`src/rtl/seg7_pkg.sv`:
```
// seg7_pkg: segment bit positions and hex glyph table for the 7-segment scanner
package seg7_pkg;
  localparam int SEG_A = 7;
  localparam int SEG_B = 6;
  localparam int SEG_C = 5;
  localparam int SEG_D = 4;
  localparam int SEG_E = 3;
  localparam int SEG_F = 2;
  localparam int SEG_G = 1;
  localparam int SEG_DP = 0;
  localparam logic [15:0][6:0] GLYPHS = {
    7'h47, 7'h4F, 7'h3D, 7'h4E, 7'h1F, 7'h77, 7'h7B, 7'h7F,
    7'h70, 7'h5F, 7'h5B, 7'h33, 7'h79, 7'h6D, 7'h30, 7'h7E
  };
  function automatic logic [6:0] seg7_glyph(input logic [3:0] n);
    return GLYPHS[n];
  endfunction
endpackage

```
`src/rtl/seg7_lz_mask.sv`:
```
// seg7_lz_mask: dark mask for leading zeros via an MSB-down prefix-OR of nonzero nibbles
module seg7_lz_mask #(
  parameter int N_DIGITS = 8
) (
  input  logic [4*N_DIGITS-1:0] data,
  input  logic                  lz_blank,
  output logic [N_DIGITS-1:0]   dark
);
  always_comb begin
    logic nz;
    nz = 1'b0;
    dark = '0;
    for (int i = N_DIGITS - 1; i >= 0; i--) begin
      nz = nz | (|data[4*i +: 4]);
      dark[i] = lz_blank && i != 0 && !nz;
    end
  end
endmodule

```
`src/rtl/seg7_scan_ctrl.sv`:
```
// seg7_scan_ctrl: multiplexed 7-segment scanner with shadowed content, blanking, blink and PWM
module seg7_scan_ctrl
  import seg7_pkg::*;
#(
  parameter int N_DIGITS      = 8,
  parameter int DIV_W         = 17,
  parameter int BLINK_W       = 26,
  parameter int AN_ACTIVE_LOW = 1,
  parameter int CA_ACTIVE_LOW = 1
) (
  input  logic                  clk,
  input  logic                  reset,
  input  logic [4*N_DIGITS-1:0] upd_data,
  input  logic [N_DIGITS-1:0]   upd_dp,
  input  logic [N_DIGITS-1:0]   upd_en,
  input  logic [N_DIGITS-1:0]   upd_blink,
  input  logic                  upd_valid,
  output logic                  upd_ack,
  input  logic                  lz_blank,
  input  logic [3:0]            bright,
  output logic                  frame_start,
  output logic [N_DIGITS-1:0]   an,
  output logic [7:0]            ca
);
  localparam int CUR_W = $clog2(N_DIGITS);
  localparam logic [CUR_W-1:0] LAST = CUR_W'(N_DIGITS - 1);
  localparam logic [N_DIGITS-1:0] AN_OFF = AN_ACTIVE_LOW != 0 ? '1 : '0;
  localparam logic [7:0] CA_OFF = CA_ACTIVE_LOW != 0 ? '1 : '0;
  logic [DIV_W-1:0] pcnt;
  logic [CUR_W-1:0] cur;
  logic [BLINK_W-1:0] bcnt;
  logic [4*N_DIGITS-1:0] data_sh;
  logic [N_DIGITS-1:0] dp_sh, en_sh, blink_sh, lz_dark, sel;
  logic tick, last, cap, lit;
  logic [3:0] nib;
  seg7_lz_mask #(.N_DIGITS(N_DIGITS)) u_lz (.data(data_sh), .lz_blank(lz_blank), .dark(lz_dark));
  always_comb begin
    tick = &pcnt;
    last = cur == LAST;
    cap = tick && last && upd_valid;
    nib = data_sh[4*cur +: 4];
    sel = N_DIGITS'(1) << cur;
    lit = en_sh[cur] && !lz_dark[cur] && !(blink_sh[cur] && bcnt[BLINK_W-1])
          && pcnt[DIV_W-1 -: 4] < bright;
  end
  always_ff @(posedge clk) begin
    if (reset) begin
      pcnt <= '0;
      cur <= '0;
      bcnt <= '0;
      data_sh <= '0;
      dp_sh <= '0;
      en_sh <= '0;
      blink_sh <= '0;
      upd_ack <= 1'b0;
      frame_start <= 1'b0;
      an <= AN_OFF;
      ca <= CA_OFF;
    end else begin
      pcnt <= pcnt + 1'b1;
      bcnt <= bcnt + 1'b1;
      if (tick) cur <= last ? '0 : cur + 1'b1;
      frame_start <= tick && last;
      upd_ack <= cap;
      if (cap) begin
        data_sh <= upd_data;
        dp_sh <= upd_dp;
        en_sh <= upd_en;
        blink_sh <= upd_blink;
      end
      an <= AN_OFF ^ (lit ? sel : '0);
      ca <= CA_OFF ^ {seg7_glyph(nib), dp_sh[cur]};
    end
  end
endmodule

```
`config.mk`:
```
export PLATFORM = sky130hd
export DESIGN_NAME = seg7_scan_ctrl
export DESIGN_NICKNAME = d
export VERILOG_FILES = /design/src/rtl/seg7_pkg.sv /design/src/rtl/seg7_lz_mask.sv /design/src/rtl/seg7_scan_ctrl.sv
export SDC_FILE = /design/constraint.sdc
export NUM_CORES = 1
export LEC_CHECK = 0
export CAP_MARGIN = 20
export CORE_MARGIN = 3
export CORE_UTILIZATION = 54
export CTS_CLUSTER_SIZE = 40
export DETAILED_ROUTE_END_ITERATION = 6
export PLACE_DENSITY = 0.78
export RECOVER_POWER = 50
export SETUP_SLACK_MARGIN = 0.15
export SYNTH_ARGS = -nofsm -noshare
export SYNTH_HDL_FRONTEND = slang
export SYNTH_HIERARCHICAL = 1
export SYNTH_SLANG_ARGS = --single-unit
```
`constraint.sdc`:
```
create_clock -name clk -period 3.5 [get_ports clk]
set_clock_uncertainty 0.15 [all_clocks]
set_input_delay 0.7 -clock clk [delete_from_list [all_inputs] [get_ports clk]]
set_output_delay 0.7 -clock clk [all_outputs]
set_load 0.02 [all_outputs]
```
==> impl_metrics.ini <==
[timing]
finalSetupTns_ns = 0
setup_viol = 0
worst_pin_slew_ns = 1.578
slew_violations = 37
max_freq_ghz = 0.3277
period_share_pct = 87.20
worst_slack_ns = 0.4481
hold_ws_ns = 0.3033
final_hold_viol_count = 0
rsz0062_at_grt = false
period_needed_ns = 3.052
slew_headroom_pct = -5.199

[power]
power.total_mw = 3.168
power_density_nw_per_um2 = 471.6
p_leak_nw = 2.441
ir_worst_vdd_mv = 0.3151

[drt]
drt_iter0_markers = 215
vias_per_cell = 5.495
num_vias = 4517
drt-total-wl_um = 12350
wl_per_cell_um = 15.03
detail-route-antenna-nets = 0
drc = 0
first_pass_iters = 5

[yosys]
synth_top_cell_by_area = dfxtp_1
synth.most_common_cell = nand2_1
synth_edf_count = 0
synth_top_area_share_pct = 45.48
synth_area_sq_um = 5283
syn_inst = 605
ys_seq_area_share_pct = 45.48
ys.warnings.count = 6
ys_ff_latch = 120
synth_commonest_cells = nand2_1 (140), dfxtp_1 (120), a21oi_1 (64)
yosysUniqueCellTypes = 56
syn_avg_cell_area_sq_um = 8.732
synth.top_cells.by_area = dfxtp_1 (45%), nand2_1 (9.9%), a21oi_1 (6.1%), ha_1 (4.3%), xor2_1 (3.8%)
synth_fp_nets = 687
ys.flop_type = dfxtp_1
async_reset_ff_share_pct = 0

[clocking]
cts_hold_buf = 0
cts_root_buf = clkbuf_8
numCtsBuffers = 17
clkLatencyLatePin_ns = 0.51
cts_max_level = 4
clk_pin_slew_ns = 0.06
clock_path_buffers = 2
cts_setup_buffers = 0
cts_sinks = 120
cts_resized = 0
cts_tree = done

[layout]
nets = 763
syn2layout_area_growth_pct = 27.19
regArea_sq_um = 2402
multi_input_area_sq_um = 2688
drive_above_1_share_pct = 8.369
fillers = 744
insertedDiodeCount = 0
fin_util_pct = 71.70

[die]
die_w_um = 104.9
rows = 35
die_area_sq_um = 11010
die_h_um = 104.9
boundaryPins = 82
start_util_pct = 56.37
core_area_sq_um = 9371

[global_routing]
grt-ovfl-total = 0
grt_pass1_wl_um = 21000
antenna_found_initial = 0
grt_max_degree = 54
gr-usage-all-layers_pct = 23.14
grt_pass1_vias = 4433

[setup_path]
crit_required_ns = 3.74
cp_slowest_cell = dfxtp_1
r2r-end = ca[4]
slowest_delay_ns = 0.81
end_kind = flop
crit_type = reg -> reg
rrSetupSlack_ns = 0.45
crit_path_max_fanout = 12
critPathArrivalTime_ns = 3.29
cp_cell_sequence = mux4_2 > mux2i_1 > inv_2 > ha_1 > o21ai_0 > a21oi_1 > a311o_1
reg2reg_depth = 7
cp-start-kind = flop
r2r-start = cur[0]

[status]
violations = capacitance limit, slew limit
status = finished, violations left

[hold_path]
hold_path.class = reg -> reg
min-delay-start = dp_sh[5]
holdPathStages = 2
min_to = dp_sh[5]

[placement]
io_buffers = 81
dp_hpwl_um = 8549
gp_congestion = 0.7882
dp_worst_setup_slack_ns = 0.3490

[run]
max-cap-violations = 1
## registers in the layout, summed over array words and instances (netlist names)
name,flops
data_sh,32
bcnt,26
pcnt,17
an,8
blink_sh,8
ca,8
dp_sh,8
en_sh,8
cur,3
frame_start,1
upd_ack,1
## placed cells by master (no fill, tap or decap), types with 8 or more instances in the layout
| master | instances |
|---|---|
| dlygate4sd3_1 | 18 |
| ha_1 | 18 |
| nor2_1 | 49 |
| clkbuf_16 | 16 |
| and4_1 | 9 |
| nand2_1 | 140 |
| inv_1 | 8 |
| dfxtp_1 | 120 |
| mux4_2 | 8 |
| xor2_1 | 23 |
| xnor2_1 | 12 |
| a21oi_1 | 64 |
| nand3_1 | 20 |
| clkdlybuf4s50_1 | 62 |
| o21ai_1 | 8 |
## report_power, final
| part | internal (mW) | switching [mW] |
|---|---|---|
| logic | 0.0794 | 0.0486 |
| registers | 1.38 | 0.00583 |
| clock network | 1.08 | 0.580 |
| total | 2.53 | 0.634 |
## through the flow
step	area [sq um]	std cells
after floorplan	5283	605
after global placement	6171	791
after detailed placement	6171	791
after CTS	6743	822
after global routing	6719	822
final	6719	822
## metal layers
metal,global-route usage (%),part of all wire [%],vias to the layer above
met5,0,0,-
met4,9.841,2.7,0
met3,4.880,6.0,29
met2,38.08,49,158
met1,29.42,43,2113
li1,-,-,2217
## worst max-delay path: cells and delay by family, from the launching register on
| family | cells | cell delay [ns] |
|---|---|---|
| buffers and inverters | 1 | 0.12 |
| adders and majority gates | 1 | 0.21 |
| DFF | 1 | 0.81 |
| AOI/OAI and AO/OA | 3 | 0.60 |
| muxes | 2 | 1.04 |
## kinds of logic after synthesis
kind of cell	count (synthesis)	synth area share, %
compound gates	97	10.90
xor+xnor	35	5.803
fa+ha+maj	18	4.263
buf+inv	43	3.458
flops	120	45.48
mux	22	6.300
other cells	1	0.07099
simple gates	269	23.73
## cell type report
type / count / share of cell area, %
Multi-Input combinational cell: 442 / 40.00
Sequential cell: 120 / 35.75
Timing Repair Buffer: 88 / 12.66
Clock buffer: 23 / 7.095
Tap cell: 129 / 2.402
Clock inverter: 8 / 1.415
Inverter: 12 / 0.6704
## worst max path at each step
| stage | startpoint | to | depth (start not counted) |
|---|---|---|---|
| floorplan | cur[0] | ca[4] | 8 |
| global placement | lz_blank | an[7] | 9 |
| detailed placement | lz_blank | an[7] | 9 |
| CTS | cur[0] | ca[4] | 7 |
| global route | pcnt[0] | data_sh[28] | 10 |
| finish | cur[0] | ca[4] | 7 |
Note: power is estimated with default switching activity, not from simulation.
